## config.mk

```make
export PLATFORM = sky130hd
export DESIGN_NAME = inst_fetch
export DESIGN_NICKNAME = d
export VERILOG_FILES = /design/src/rtl/inst_fetch_pkg.sv /design/src/rtl/fetch_buf.sv /design/src/rtl/inst_fetch.sv
export SDC_FILE = /design/constraint.sdc
export NUM_CORES = 1
export LEC_CHECK = 0
export BUFFER_PORTS_ARGS = -buffer_cell sky130_fd_sc_hd__buf_2
export CORE_ASPECT_RATIO = 2
export CORE_UTILIZATION = 56
export DETAILED_ROUTE_END_ITERATION = 10
export PLACE_DENSITY_LB_ADDON = 0.2
export SYNTH_ARGS = -nofsm -noshare
export SYNTH_HDL_FRONTEND = slang
export SYNTH_HIERARCHICAL = 1
export SYNTH_SLANG_ARGS = --single-unit
```

## constraint.sdc

```tcl
create_clock -name clk -period 2.8 [get_ports clk]
set_input_delay 0.42 -clock clk [delete_from_list [all_inputs] [get_ports clk]]
set_output_delay 0.42 -clock clk [all_outputs]
set_load 0.01 [all_outputs]
```

## src/rtl/inst_fetch_pkg.sv

```systemverilog
// Shared types and constants for the instruction fetch stage.
// Optional feature macro: FETCH_PERF_CNT_EN.
package inst_fetch_pkg;

  localparam int PC_W   = 32;
  localparam int INST_W = 32;

  localparam logic [PC_W-1:0] PC_INC = 32'd4;

  typedef enum logic [1:0] {
    BOOT = 2'd0,
    RUN  = 2'd1,
    HOLD = 2'd2
  } fetch_state_e;

  typedef struct packed {
    logic [PC_W-1:0]   pc;
    logic [INST_W-1:0] inst;
  } fetch_entry_t;

endpackage

```

## src/rtl/fetch_buf.sv

```systemverilog
// Small synchronous FIFO holding fetched {pc, inst} pairs.
// Flush clears pointers and count; push/pop may coincide.
module fetch_buf
  import inst_fetch_pkg::*;
#(
  parameter int  DEPTH = 2,
  localparam int CW    = $clog2(DEPTH + 1),
  localparam int AW    = $clog2(DEPTH)
) (
  input  logic          clk,
  input  logic          rst_n,
  input  logic          flush_i,
  input  logic          push_i,
  input  fetch_entry_t  data_i,
  input  logic          pop_i,
  output fetch_entry_t  data_o,
  output logic [CW-1:0] count_o
);

  fetch_entry_t  mem_q [DEPTH];
  logic [AW-1:0] wptr_q, rptr_q;
  logic [CW-1:0] cnt_q, cnt_d;

  // Pointers wrap explicitly so non-power-of-two depths work.
  function automatic logic [AW-1:0] nxt(input logic [AW-1:0] p);
    return (p == AW'(DEPTH - 1)) ? '0 : p + AW'(1);
  endfunction

  always_comb begin
    cnt_d = cnt_q;
    unique case ({push_i, pop_i})
      2'b10:   cnt_d = cnt_q + CW'(1);
      2'b01:   cnt_d = cnt_q - CW'(1);
      default: cnt_d = cnt_q;
    endcase
  end

  always_ff @(posedge clk or negedge rst_n) begin
    if (!rst_n) begin
      wptr_q <= '0;
      rptr_q <= '0;
      cnt_q  <= '0;
      for (int i = 0; i < DEPTH; i++) begin
        mem_q[i] <= '0;
      end
    end else if (flush_i) begin
      wptr_q <= '0;
      rptr_q <= '0;
      cnt_q  <= '0;
    end else begin
      if (push_i) begin
        mem_q[wptr_q] <= data_i;
        wptr_q        <= nxt(wptr_q);
      end
      if (pop_i) begin
        rptr_q <= nxt(rptr_q);
      end
      cnt_q <= cnt_d;
    end
  end

  assign data_o  = mem_q[rptr_q];
  assign count_o = cnt_q;

endmodule

```

## src/rtl/inst_fetch.sv

```systemverilog
// Instruction fetch stage: ROM reader, redirect handling, decode buffer.
// Define FETCH_PERF_CNT_EN to add issue/stall performance counters.
module inst_fetch
  import inst_fetch_pkg::*;
#(
  parameter logic [PC_W-1:0] RESET_PC  = 32'h0000_0000,
  parameter int              BUF_DEPTH = 2
) (
  input  logic              clk,
  input  logic              rst_n,
  input  logic              rom_busy,
  output logic              rom_rd_en,
  output logic [PC_W-1:0]   rom_addr,
  input  logic [INST_W-1:0] rom_inst,
  input  logic              redirect_valid,
  input  logic [PC_W-1:0]   redirect_pc,
  output logic              if_valid,
  input  logic              if_ready,
  output logic [PC_W-1:0]   if_pc,
  output logic [INST_W-1:0] if_inst
`ifdef FETCH_PERF_CNT_EN
  ,
  output logic [31:0]       perf_issue_cnt,
  output logic [31:0]       perf_stall_cnt
`endif
);

  localparam int            CW      = $clog2(BUF_DEPTH + 1);
  localparam logic [CW:0]   DEPTH_C = BUF_DEPTH[CW:0];

  fetch_state_e    state_q, state_d;
  logic [PC_W-1:0] fetch_pc_q, fetch_pc_d;
  logic            infl_q, infl_d;
  logic [PC_W-1:0] infl_pc_q, infl_pc_d;

  logic [CW-1:0]   occ;
  logic [CW:0]     used;
  logic            has_space;
  logic            push, pop;
  fetch_entry_t    push_ent, head;
  logic            unused_ok;

  assign unused_ok = ^redirect_pc[1:0];

  // A same-cycle pop does not free space: only registered state counts.
  assign used      = {1'b0, occ} + {{CW{1'b0}}, infl_q};
  assign has_space = (used < DEPTH_C);

  always_ff @(posedge clk or negedge rst_n) begin
    if (!rst_n) begin
      state_q <= BOOT;
    end else begin
      state_q <= state_d;
    end
  end

  always_comb begin
    state_d = state_q;
    unique case (state_q)
      BOOT:    if (!rom_busy) state_d = RUN;
      RUN:     if (rom_busy)  state_d = HOLD;
      HOLD:    if (!rom_busy) state_d = RUN;
      default: state_d = BOOT;
    endcase
  end

  always_comb begin
    rom_rd_en = 1'b0;
    unique case (state_q)
      RUN:     rom_rd_en = !redirect_valid && has_space;
      default: rom_rd_en = 1'b0;
    endcase
  end

  always_comb begin
    fetch_pc_d = fetch_pc_q;
    infl_d     = rom_rd_en;
    infl_pc_d  = infl_pc_q;
    if (redirect_valid) begin
      fetch_pc_d = {redirect_pc[PC_W-1:2], 2'b00};
    end else if (rom_rd_en) begin
      fetch_pc_d = fetch_pc_q + PC_INC;
      infl_pc_d  = fetch_pc_q;
    end
  end

  always_ff @(posedge clk or negedge rst_n) begin
    if (!rst_n) begin
      fetch_pc_q <= RESET_PC;
      infl_q     <= 1'b0;
      infl_pc_q  <= '0;
    end else begin
      fetch_pc_q <= fetch_pc_d;
      infl_q     <= infl_d;
      infl_pc_q  <= infl_pc_d;
    end
  end

  assign rom_addr = fetch_pc_q;

  // Redirect kills the returning response and overrides pop.
  assign push          = infl_q && !redirect_valid;
  assign pop           = if_valid && if_ready && !redirect_valid;
  assign push_ent.pc   = infl_pc_q;
  assign push_ent.inst = rom_inst;

  fetch_buf #(
    .DEPTH (BUF_DEPTH)
  ) u_buf (
    .clk     (clk),
    .rst_n   (rst_n),
    .flush_i (redirect_valid),
    .push_i  (push),
    .data_i  (push_ent),
    .pop_i   (pop),
    .data_o  (head),
    .count_o (occ)
  );

  assign if_valid = (occ != '0);
  assign if_pc    = if_valid ? head.pc   : '0;
  assign if_inst  = if_valid ? head.inst : '0;

`ifdef FETCH_PERF_CNT_EN
  logic [31:0] issue_cnt_q, stall_cnt_q;

  always_ff @(posedge clk or negedge rst_n) begin
    if (!rst_n) begin
      issue_cnt_q <= '0;
      stall_cnt_q <= '0;
    end else begin
      if (rom_rd_en) begin
        issue_cnt_q <= issue_cnt_q + 32'd1;
      end
      if (state_q == RUN && if_ready && !if_valid) begin
        stall_cnt_q <= stall_cnt_q + 32'd1;
      end
    end
  end

  assign perf_issue_cnt = issue_cnt_q;
  assign perf_stall_cnt = stall_cnt_q;
`endif

endmodule

```

==> impl_metrics.xml, run 1 <==
<?xml version="1.0" encoding="UTF-8"?>
<metrics>
  <group name="status">
    <metric name="run_status" unit="">complete, no violations</metric>
  </group>
  <group name="floorplan">
    <metric name="initial_cell_density_of_the_core" unit="">0.568</metric>
    <metric name="die_h" unit="um">186</metric>
    <metric name="dieArea" unit="um2">17500</metric>
    <metric name="die_x" unit="um">94.0</metric>
    <metric name="rows" unit="">67</metric>
    <metric name="floorplan_core_area" unit="um2">16700</metric>
    <metric name="io_pins" unit="">167</metric>
  </group>
  <group name="sta">
    <metric name="layout_worst_path_cycle_share" unit="">0.886</metric>
    <metric name="fin_skew" unit="ps">6.82</metric>
    <metric name="fmax" unit="MHz">403</metric>
    <metric name="finalHoldViolCount" unit="">0</metric>
    <metric name="slew-limit-headroom" unit="">0.249</metric>
    <metric name="grt_setup_unrepaired" unit="">no</metric>
    <metric name="worst_pin_slew" unit="ps">1120</metric>
    <metric name="timing.final.max_slew_violations" unit="">0</metric>
    <metric name="final_setup_violation_count" unit="">0</metric>
    <metric name="final_period_minus_worst_setup_slack" unit="ps">2480</metric>
    <metric name="setup_total_negative_slack" unit="ps">0</metric>
  </group>
  <group name="synth">
    <metric name="ys_dominant_reg_cell" unit="">dfrtp_1</metric>
    <metric name="post_synthesis_register_bit_count" unit="">195</metric>
    <metric name="yosys-top-cells-area" unit="">dfrtp_1 51%, mux2_2 16%, mux2_4 9.5%</metric>
    <metric name="synth_top_cell_by_area" unit="">dfrtp_1</metric>
    <metric name="synth_cell_types" unit="">52</metric>
    <metric name="synthesis.area" unit="um2">9480</metric>
    <metric name="synth.yosys.warnings" unit="">6</metric>
    <metric name="synth-async-reset-ratio" unit="">1.00</metric>
    <metric name="synthesis.area_per_instance" unit="um2">12.3</metric>
    <metric name="yosys.cell_count.top_type" unit="">dfrtp_1</metric>
    <metric name="postSynthCellCount" unit="">772</metric>
    <metric name="netlist_top_cells_count" unit="">195 x dfrtp_1, 132 x mux2_2, 122 x nand2_1</metric>
    <metric name="yosysTopAreaCellShare" unit="">0.515</metric>
    <metric name="ys_seq_area_frac" unit="">0.515</metric>
    <metric name="number_of_synthesized_flops_with_an_enable_pin" unit="">0</metric>
  </group>
  <group name="worst_setup_path">
    <metric name="critical_path.endpoint_type" unit="">output port</metric>
    <metric name="critical_path.cell_chain" unit="">or2_2 &gt; buf_4 &gt; and2_1 &gt; buf_2</metric>
    <metric name="worstPathMaxFanout" unit="">40</metric>
    <metric name="crit_path_max_incr_delay" unit="ps">600</metric>
    <metric name="reg2reg_slack" unit="ps">560</metric>
    <metric name="crit_type" unit="">reg2out</metric>
    <metric name="required_time_worst_endpoint" unit="ps">2380</metric>
    <metric name="critPathSlowestCell" unit="">or2_2</metric>
    <metric name="arrival" unit="ps">2060</metric>
    <metric name="critPathTopFamily" unit="">simple AND/OR/NAND/NOR gates</metric>
    <metric name="crit_buf_inv" unit="">2</metric>
    <metric name="crit_path_start_kind" unit="">register</metric>
  </group>
  <group name="power_and_ir_drop">
    <metric name="portion_of_total_power_attributed_to_combinational_logic" unit="">0.206</metric>
    <metric name="cellPowerDensity" unit="nW/um2">717</metric>
    <metric name="net-switching-power" unit="uW">2070</metric>
    <metric name="switching_share" unit="">0.262</metric>
    <metric name="internal-power" unit="uW">5840</metric>
    <metric name="p_leak" unit="uW">0.00557</metric>
    <metric name="power_frac_clock" unit="">0.318</metric>
    <metric name="share_seq_of_total_power" unit="">0.476</metric>
    <metric name="power.ir.vdd_worst" unit="uV">412</metric>
  </group>
  <group name="finish">
    <metric name="layout.filler_cells" unit="">1358</metric>
    <metric name="area.sequential" unit="um2">4880</metric>
    <metric name="antennaDiodeCount" unit="">0</metric>
    <metric name="syn2layout_area_growth" unit="%">16.5</metric>
    <metric name="drive_gt1_frac" unit="">0.441</metric>
    <metric name="layout.cells.non_filler" unit="">1150</metric>
    <metric name="num-nets-final" unit="">1001</metric>
    <metric name="multiInputGateArea" unit="um2">4250</metric>
  </group>
  <group name="clocking">
    <metric name="cts.reportedPaths.clkPinSlew" unit="ps">70</metric>
    <metric name="cts_buf_count" unit="">17</metric>
    <metric name="clk_root_buffer_cell" unit="">clkbuf_16</metric>
    <metric name="post_cts_buffers" unit="">0</metric>
    <metric name="cts_max_path_buffers" unit="">2</metric>
    <metric name="clock_latency" unit="ps">430</metric>
    <metric name="h-tree-depth" unit="">4</metric>
    <metric name="cts_tree" unit="">built</metric>
    <metric name="cts.repair.resized" unit="">0</metric>
    <metric name="holdBufCountCts" unit="">0</metric>
    <metric name="clkSinkCount" unit="">195</metric>
  </group>
  <group name="grt">
    <metric name="grt_max_degree" unit="">83</metric>
    <metric name="grt_overflow" unit="">0</metric>
    <metric name="global_route.usage.total" unit="">0.238</metric>
    <metric name="first_global_vias" unit="">6464</metric>
    <metric name="number_of_antenna_violations_at_the_first_check_in_global_routing" unit="">0</metric>
    <metric name="grt_first_pass_wirelength" unit="mm">32.0</metric>
  </group>
  <group name="routing">
    <metric name="drc" unit="">0</metric>
    <metric name="initialDrtViolationCount" unit="">245</metric>
    <metric name="vias_per_cell" unit="">5.47</metric>
    <metric name="wire_per_inst" unit="um">17.0</metric>
    <metric name="detail-route-antenna-nets" unit="">0</metric>
    <metric name="detail_route.wirelength" unit="mm">19.5</metric>
    <metric name="drt-pass1-iter-count" unit="">5</metric>
    <metric name="via_count" unit="">6293</metric>
  </group>
  <group name="worst_hold_path">
    <metric name="timing.hold.worst.class" unit="">in2async</metric>
  </group>
  <group name="flow_run">
    <metric name="max_cap_violations" unit="">0</metric>
  </group>
  <group name="place">
    <metric name="global_placer_s_final_weighted_congestion" unit="">0.845</metric>
    <metric name="detailedPlacementHpwl" unit="mm">13.1</metric>
    <metric name="io_port_bufs" unit="">162</metric>
    <metric name="numPlacedInstances" unit="">1119</metric>
  </group>
</metrics>
## cell type report
| type | instances | area share |
|---|---|---|
| clock inverter | 13 | 0.0157 |
| multi-input combinational | 528 | 0.384 |
| inverter | 7 | 0.00238 |
| clock buffer | 18 | 0.0398 |
| timing repair buffer | 182 | 0.0923 |
| tap | 207 | 0.0235 |
| sequential | 195 | 0.442 |
## power by group through the flow
stage                     clock network, uW  logic [uW]  registers, uW
after floorplan                           0        1220           3710
after global placement                    0        1600           3780
after detailed placement                  0        1650           3810
after CTS                              2580        1660           3770
after global routing                   2710        1810           3850
final                                  2510        1630           3770
## routing by layer
layer	vias to the layer above	GRT usage	part of all wire
met1	3127	0.295	0.42
met4	0	0.0849	0.018
met2	141	0.412	0.53
li1	3004	-	-
met5	-	0	0
met3	21	0.0413	0.033
## registers in the layout, indices dropped and copies added, names as in the netlist
signal,flops
u_buf/mem_q,128
u_buf/wptr_q,1
u_buf/count_o,2
u_buf/rptr_q,1
infl_q,1
rom_addr,30
infl_pc_q,30
state_q,2
## placed cells by master, fill, tap and decap left out, types with 5 or more instances in the layout
cell type / Yosys / routed
and2_1: 70 / 70
buf_2: 10 / 161
buf_4: 4 / 16
clkbuf_16: 0 / 17
conb_1: 1 / 6
dfrtp_1: 195 / 194
inv_1: 6 / 6
inv_6: 0 / 5
mux2_2: 132 / 132
mux2_4: 60 / 60
nand2_1: 122 / 122
nand3_1: 13 / 13
nand4_1: 7 / 7
nor2_1: 13 / 13
nor3_1: 7 / 7
o211ai_1: 13 / 13
o21ai_0: 20 / 20
o311ai_0: 9 / 9
## worst paths after layout
path	start	endpoint	depth (start not counted)
worst max-delay path	u_buf/count_o[0]	if_pc[7]	4
worst min-delay path	rst_n	u_buf/mem_q[92]	1
worst max register to register	rom_addr[9]	rom_addr[31]	5
worst min register to register	state_q[1]	state_q[0]	1
max in group asynchronous	rst_n	u_buf/mem_q[108]	2
min in group clk	rom_busy	state_q[0]	2
## logic make-up after synthesis
kind of cell,after synthesis,share of synthesized area
other,1,0.000396
multiplexers,193,0.253
adder cells (fa/ha/maj),1,0.00132
XOR/XNOR,5,0.00462
buffers and inverters,54,0.0401
flip-flops,195,0.515
AO/OA/AOI/OAI,63,0.0467
AND/OR/NAND/NOR,260,0.139
## metrics by stage
stage	setup WS [ps]	hold WS (ps)	power (uW)	util	instance area [um2]
3_5_place_dp	560	455	5460	0.625	10400
3_3_place_gp	583	440	5380	0.625	10400
6_report	319	31.6	7910	0.662	11000
5_1_grt	172	77.0	8370	0.662	11000
2_1_floorplan	649	124	4930	-	9500
4_1_cts	268	56.6	8010	0.662	11000
No activity file was read; power rests on OpenSTA's default activity.
==> inputs of run 2 (changes only) <==
BUFFER_PORTS_ARGS = not set   (was -buffer_cell sky130_fd_sc_hd__buf_2)
CORE_UTILIZATION = 64   (was 56)
DONT_BUFFER_PORTS = 1   (was not set)
SYNTH_HIERARCHICAL = not set   (was 1)
==> run 2 against run 1 <==
Compared with the run above:
- the flow now finishes with violations (hold timing)
- synthesized area fell by 5.8%
- sequential power rose by 5%
- flip-flop and latch count fell by 4
- worst hold slack got worse by 360 ps
- clock power fell by 2%
- die area fell by 17%
- sequential share of layout area rose by 5.3 points
- clock-buffer cell count did not move
- critical path type unchanged
- critical endpoint is now rom_rd_en
- highest routed layer unchanged
==> impl_metrics.xml, run 2 <==
<?xml version="1.0" encoding="UTF-8"?>
<metrics>
  <group name="sta">
    <metric name="layout_worst_path_cycle_share" unit="">0.920</metric>
    <metric name="worst_pin_slew" unit="ps">941</metric>
    <metric name="finalHoldViolCount" unit="">191</metric>
    <metric name="hold-worst-slack" unit="ps">-325</metric>
    <metric name="worst_slack" unit="ps">223</metric>
    <metric name="slew-limit-headroom" unit="">0.373</metric>
    <metric name="setup_total_negative_slack" unit="ps">0</metric>
    <metric name="final_period_minus_worst_setup_slack" unit="ps">2580</metric>
    <metric name="fmax" unit="MHz">388</metric>
    <metric name="final_setup_violation_count" unit="">0</metric>
    <metric name="timing.final.max_slew_violations" unit="">0</metric>
    <metric name="grt_setup_unrepaired" unit="">no</metric>
    <metric name="fin_skew" unit="ps">14.5</metric>
  </group>
  <group name="synth">
    <metric name="synth_top_cell_by_area" unit="">dfrtp_1</metric>
    <metric name="synthesis.area_per_instance" unit="um2">11.3</metric>
    <metric name="yosysTopAreaCellShare" unit="">0.535</metric>
    <metric name="synthesis.area" unit="um2">8930</metric>
    <metric name="ys_dominant_reg_cell" unit="">dfrtp_1</metric>
    <metric name="number_of_synthesized_flops_with_an_enable_pin" unit="">0</metric>
    <metric name="ys_seq_area_frac" unit="">0.535</metric>
    <metric name="post_synthesis_register_bit_count" unit="">191</metric>
    <metric name="synth.yosys.warnings" unit="">0</metric>
    <metric name="yosys.cell_count.top_type" unit="">dfrtp_1</metric>
    <metric name="synth-async-reset-ratio" unit="">1.00</metric>
    <metric name="postSynthCellCount" unit="">789</metric>
    <metric name="synth_cell_types" unit="">52</metric>
    <metric name="yosys-top-cells-area" unit="">dfrtp_1 54%, mux2_2 16%, mux2i_1 7.2%</metric>
    <metric name="netlist_top_cells_count" unit="">191 x dfrtp_1, 124 x mux2_2, 110 x nand2_1</metric>
  </group>
  <group name="clocking">
    <metric name="cts_max_path_buffers" unit="">2</metric>
    <metric name="cts_buf_count" unit="">17</metric>
    <metric name="clock_latency" unit="ps">430</metric>
    <metric name="post_cts_buffers" unit="">0</metric>
    <metric name="cts.reportedPaths.clkPinSlew" unit="ps">80</metric>
    <metric name="h-tree-depth" unit="">4</metric>
    <metric name="cts.repair.resized" unit="">0</metric>
    <metric name="cts_tree" unit="">built</metric>
    <metric name="clk_root_buffer_cell" unit="">clkbuf_16</metric>
    <metric name="clkSinkCount" unit="">191</metric>
  </group>
  <group name="grt">
    <metric name="grt_first_pass_wirelength" unit="mm">32.7</metric>
    <metric name="grt_max_degree" unit="">192</metric>
    <metric name="global_route.usage.total" unit="">0.294</metric>
    <metric name="first_global_vias" unit="">6481</metric>
    <metric name="number_of_antenna_violations_at_the_first_check_in_global_routing" unit="">0</metric>
    <metric name="grt_overflow" unit="">0</metric>
  </group>
  <group name="routing">
    <metric name="via_count" unit="">6126</metric>
    <metric name="wire_per_inst" unit="um">21.7</metric>
    <metric name="drt-pass1-iter-count" unit="">9</metric>
    <metric name="detail-route-antenna-nets" unit="">0</metric>
    <metric name="detail_route.wirelength" unit="mm">20.4</metric>
    <metric name="vias_per_cell" unit="">6.52</metric>
    <metric name="drc" unit="">0</metric>
    <metric name="initialDrtViolationCount" unit="">372</metric>
  </group>
  <group name="finish">
    <metric name="layout.filler_cells" unit="">997</metric>
    <metric name="largest_register_ffs" unit="">124</metric>
    <metric name="drive_gt1_frac" unit="">0.232</metric>
    <metric name="multiInputGateArea" unit="um2">3890</metric>
    <metric name="final_cell_mix" unit="">190 x dfrtp_1, 124 x mux2_2, 109 x nand2_1</metric>
    <metric name="antennaDiodeCount" unit="">0</metric>
    <metric name="layout.cells.most_common" unit="">dfrtp_1</metric>
    <metric name="num-nets-final" unit="">842</metric>
    <metric name="syn2layout_area_growth" unit="%">8.28</metric>
    <metric name="largest-register" unit="">u_buf.mem_q</metric>
    <metric name="area.sequential" unit="um2">4780</metric>
  </group>
  <group name="place">
    <metric name="io_port_bufs" unit="">0</metric>
    <metric name="global_placer_s_final_weighted_congestion" unit="">0.921</metric>
    <metric name="detailedPlacementHpwl" unit="mm">14.0</metric>
    <metric name="preCtsSetupSlack" unit="ps">621</metric>
  </group>
  <group name="worst_setup_path">
    <metric name="required_time_worst_endpoint" unit="ps">2380</metric>
    <metric name="worstPathMaxFanout" unit="">13</metric>
    <metric name="crit_path_start_kind" unit="">register</metric>
    <metric name="critical_path.endpoint_type" unit="">output port</metric>
    <metric name="crit_type" unit="">reg2out</metric>
    <metric name="arrival" unit="ps">2160</metric>
  </group>
  <group name="status">
    <metric name="failed_checks" unit="">hold timing</metric>
    <metric name="run_status" unit="">finished with violations</metric>
  </group>
  <group name="floorplan">
    <metric name="dieArea" unit="um2">14500</metric>
    <metric name="die_h" unit="um">169</metric>
    <metric name="floorplan_core_area" unit="um2">13500</metric>
    <metric name="die_x" unit="um">85.5</metric>
    <metric name="rows" unit="">60</metric>
    <metric name="initial_cell_density_of_the_core" unit="">0.661</metric>
    <metric name="io_pins" unit="">167</metric>
  </group>
  <group name="power_and_ir_drop">
    <metric name="design_power_total" unit="uW">7630</metric>
    <metric name="power.ir.vdd_worst" unit="uV">505</metric>
    <metric name="p_leak" unit="uW">0.00428</metric>
    <metric name="cellPowerDensity" unit="nW/um2">789</metric>
  </group>
  <group name="flow_run">
    <metric name="max_cap_violations" unit="">0</metric>
  </group>
  <group name="worst_hold_path">
    <metric name="timing.hold.worst.class" unit="">in2async</metric>
  </group>
</metrics>
-- run 2: cell types whose count changed in the layout (fill, tap and decap cells not counted), sizes merged, moves of 8 or more --
cell / delta
and2: -68
buf: -165
mux2: -68
mux2i: +63
nand2: -12
nand3: +15
nor2: +61
o21ai: -10
or4: +8
-- run 2: worst max-delay path, cell delays in order (launching register included) --
cell,delay (ps)
dfrtp_1,500
a21oi_1,370
nand2_2,230
inv_1,400
buf_4,230
-- run 2: power breakdown --
group | leakage [uW] | switching [uW] | internal [uW]
registers | 0.00242 | 496 | 3450
logic | 0.00155 | 538 | 686
clock network | 0.000303 | 1150 | 1310
-- run 2: worst paths after layout --
kind | startpoint | endpoint | slack [ps] | cells after the start
setup / recovery | infl_q | rom_rd_en | 220 | 4
hold / removal | rst_n | u_buf.mem_q[16] | -320 | 0
setup reg to reg | infl_q | rom_addr[17] | 610 | 7
hold reg to reg | infl_pc_q[14] | infl_pc_q[14] | 500 | 2
max in group asynchronous | rst_n | u_buf.mem_q[116] | 2810 | 0
min in group clk | rom_busy | state_q[0] | 40 | 1
-- run 2: per-layer routing --
| layer | wire (um) | share of wire | vias to the layer above | GRT usage |
|---|---|---|---|---|
| li1 | - | - | 2751 | - |
| met1 | 7320 | 0.36 | 3100 | 0.315 |
| met2 | 11100 | 0.54 | 220 | 0.533 |
| met3 | 1130 | 0.055 | 55 | 0.0585 |
| met4 | 903 | 0.044 | 0 | 0.160 |
| met5 | 0 | 0 | - | 0 |
-- run 2: final cells by class --
type / count / area share
timing repair buffer: 16 / 0.0163
sequential: 191 / 0.495
tap: 155 / 0.0201
clock inverter: 14 / 0.0190
inverter: 6 / 0.00233
clock buffer: 18 / 0.0454
multi-input combinational: 540 / 0.402
-- run 2: cells by family after synthesis --
group                      Yosys count  share of synthesized area
and+or+nand+nor                    276                      0.142
muxes                              188                      0.228
xor gates and xnor gates             6                    0.00588
DFF                                191                      0.535
buffers and inverters               61                     0.0336
other                                1                   0.000420
adders and majority gates            1                    0.00140
AOI/OAI and AO/OA                   65                     0.0537
-- run 2: metrics by stage --
| stage | std cells | area [um2] | utilization |
|---|---|---|---|
| 2_1_floorplan | 792 | 8940 | - |
| 5_1_grt | 940 | 9670 | 0.716 |
| 4_1_cts | 940 | 9670 | 0.716 |
| 3_5_place_dp | 908 | 9050 | 0.670 |
| 6_report | 940 | 9670 | 0.716 |
| 3_3_place_gp | 908 | 9050 | 0.670 |
==> inputs of run 3 (changes only) <==
CORE_UTILIZATION = 40   (was 64)
==> run 3 against run 2 <==
Compared with the run above:
- the run still ends with hold timing left
- global-route usage decreased by 9.5 points
- sequential power about the same
- clock-buffer cell count rose by 2
- clock skew is 6.8 ps lower
- combinational power is essentially flat
- fmax increased by 8.3%
- non-clock buffer count grew 5
- first-iteration DRC count fell by 8.3%
- design area rose by 1.8%
- final cell count rose by 14%
- largest cell class unchanged
==> impl_metrics.xml, run 3 (same netlist as run 2, synthesis figures left out) <==
<?xml version="1.0" encoding="UTF-8"?>
<metrics>
  <group name="sta">
    <metric name="fin_skew" unit="ps">7.64</metric>
    <metric name="fmax" unit="MHz">420</metric>
    <metric name="hold-worst-slack" unit="ps">-325</metric>
    <metric name="finalHoldViolCount" unit="">191</metric>
    <metric name="setup_total_negative_slack" unit="ps">0</metric>
    <metric name="grt_setup_unrepaired" unit="">no</metric>
    <metric name="slew-limit-headroom" unit="">0.580</metric>
    <metric name="timing.final.max_slew_violations" unit="">0</metric>
    <metric name="layout_worst_path_cycle_share" unit="">0.850</metric>
    <metric name="final_setup_violation_count" unit="">0</metric>
    <metric name="final_period_minus_worst_setup_slack" unit="ps">2380</metric>
    <metric name="worst_pin_slew" unit="ps">631</metric>
  </group>
  <group name="finish">
    <metric name="layout.cells.most_common" unit="">dfrtp_1</metric>
    <metric name="drive_gt1_frac" unit="">0.233</metric>
    <metric name="syn2layout_area_growth" unit="%">10.2</metric>
    <metric name="final_cell_mix" unit="">190 x dfrtp_1, 124 x mux2_2, 109 x nand2_1</metric>
    <metric name="largest-register" unit="">u_buf.mem_q</metric>
    <metric name="core_util_final" unit="">0.448</metric>
    <metric name="layout.filler_cells" unit="">2088</metric>
    <metric name="num-nets-final" unit="">847</metric>
    <metric name="largest_register_ffs" unit="">124</metric>
    <metric name="layout.cells.non_filler" unit="">1067</metric>
    <metric name="post-route-cell-area" unit="um2">9840</metric>
  </group>
  <group name="floorplan">
    <metric name="rows" unit="">77</metric>
    <metric name="die_x" unit="um">108</metric>
    <metric name="floorplan_core_area" unit="um2">22000</metric>
    <metric name="dieArea" unit="um2">23000</metric>
    <metric name="io_pins" unit="">167</metric>
    <metric name="die_h" unit="um">213</metric>
    <metric name="initial_cell_density_of_the_core" unit="">0.407</metric>
  </group>
  <group name="worst_setup_path">
    <metric name="regToRegEndpoint" unit="">rom_addr[30]</metric>
    <metric name="required_time_worst_endpoint" unit="ps">2380</metric>
    <metric name="worstPathMaxFanout" unit="">40</metric>
    <metric name="worst-r2r-cell-count" unit="">5</metric>
    <metric name="reg2reg_slack" unit="ps">520</metric>
    <metric name="crit_path_start_kind" unit="">register</metric>
    <metric name="arrival" unit="ps">1960</metric>
    <metric name="worst_r2r_startpoint" unit="">rom_addr[12]</metric>
    <metric name="crit_type" unit="">reg2out</metric>
    <metric name="critical_path.endpoint_type" unit="">output port</metric>
  </group>
  <group name="routing">
    <metric name="drt-pass1-iter-count" unit="">4</metric>
    <metric name="vias_per_cell" unit="">5.65</metric>
    <metric name="detail-route-antenna-nets" unit="">0</metric>
    <metric name="via_count" unit="">6029</metric>
    <metric name="detail_route.wirelength" unit="mm">22.0</metric>
    <metric name="wire_per_inst" unit="um">20.6</metric>
    <metric name="initialDrtViolationCount" unit="">341</metric>
    <metric name="drc" unit="">0</metric>
  </group>
  <group name="power_and_ir_drop">
    <metric name="power.ir.vdd_worst" unit="uV">349</metric>
    <metric name="cellPowerDensity" unit="nW/um2">765</metric>
    <metric name="p_leak" unit="uW">0.00429</metric>
  </group>
  <group name="place">
    <metric name="placedInstanceArea" unit="um2">9270</metric>
    <metric name="io_port_bufs" unit="">0</metric>
    <metric name="numPlacedInstances" unit="">1034</metric>
    <metric name="global_placer_s_final_weighted_congestion" unit="">0.859</metric>
    <metric name="detailedPlacementHpwl" unit="mm">15.2</metric>
  </group>
  <group name="clocking">
    <metric name="cts.reportedPaths.clkPinSlew" unit="ps">70</metric>
    <metric name="clkSinkCount" unit="">191</metric>
    <metric name="clock_latency" unit="ps">440</metric>
    <metric name="cts_tree" unit="">built</metric>
    <metric name="h-tree-depth" unit="">4</metric>
    <metric name="post_cts_buffers" unit="">0</metric>
    <metric name="cts.repair.resized" unit="">0</metric>
    <metric name="cts_buf_count" unit="">17</metric>
    <metric name="clk_root_buffer_cell" unit="">clkbuf_16</metric>
    <metric name="cts_max_path_buffers" unit="">2</metric>
  </group>
  <group name="flow_run">
    <metric name="max_cap_violations" unit="">0</metric>
  </group>
  <group name="status">
    <metric name="run_status" unit="">finished with violations</metric>
    <metric name="failed_checks" unit="">hold timing</metric>
  </group>
  <group name="grt">
    <metric name="grt_overflow" unit="">0</metric>
    <metric name="grt_max_degree" unit="">192</metric>
    <metric name="grt_first_pass_wirelength" unit="mm">34.1</metric>
    <metric name="number_of_antenna_violations_at_the_first_check_in_global_routing" unit="">2</metric>
    <metric name="first_global_vias" unit="">6215</metric>
    <metric name="global_route.usage.total" unit="">0.199</metric>
  </group>
  <group name="worst_hold_path">
    <metric name="timing.hold.worst.class" unit="">in2async</metric>
  </group>
</metrics>
run 3: worst max-delay path, stage by stage, from the launching register on:
cell	delay, ps
dfrtp_1	490
a21oi_1	290
nand2_2	300
inv_1	190
buf_12	250
run 3: where the power goes:
part	internal, uW	switching (uW)	leakage (uW)
Clock	1330	1020	0.000272
Combinational	702	551	0.00159
Sequential	3460	467	0.00242
run 3: stage by stage:
| step | total power [uW] | setup WS (ps) | hold WS, ps |
|---|---|---|---|
| 6_report | 7530 | 421 | -325 |
| 3_3_place_gp | 5150 | 594 | 129 |
| 4_1_cts | 7630 | 398 | -348 |
| 5_1_grt | 7950 | 273 | -351 |
| 3_5_place_dp | 5260 | 567 | 128 |
| 2_1_floorplan | 4870 | 868 | 124 |
run 3: worst max path at each step:
stage / cells past startpoint / start / to / slack (ps)
floorplan: 7 / redirect_valid / rom_rd_en / 870
global placement: 5 / rom_addr[12] / rom_addr[28] / 590
detailed placement: 5 / rom_addr[12] / rom_addr[30] / 570
CTS: 4 / infl_q / rom_rd_en / 400
global route: 4 / infl_q / rom_rd_en / 270
finish: 4 / infl_q / rom_rd_en / 420
run 3: final cells by class:
| class | count | area, um2 | share of cell area |
|---|---|---|---|
| clock buffers | 20 | 447 | 0.0454 |
| multi-input cells | 540 | 3890 | 0.395 |
| clock inverters | 11 | 116 | 0.0118 |
| flip-flops and latches | 191 | 4780 | 0.486 |
| well taps | 276 | 345 | 0.0351 |
| repair buffers | 21 | 233 | 0.0236 |
| diodes | 2 | 5.00 | 0.000509 |
| inverters | 6 | 22.5 | 0.00229 |
run 3: metal layers:
metal | up-vias | routed length (um) | global-route usage
li1 | 2768 | - | -
met1 | 3030 | 8050 | 0.210
met2 | 192 | 11900 | 0.361
met3 | 39 | 1270 | 0.0525
met4 | 0 | 749 | 0.0968
met5 | - | 0 | 0
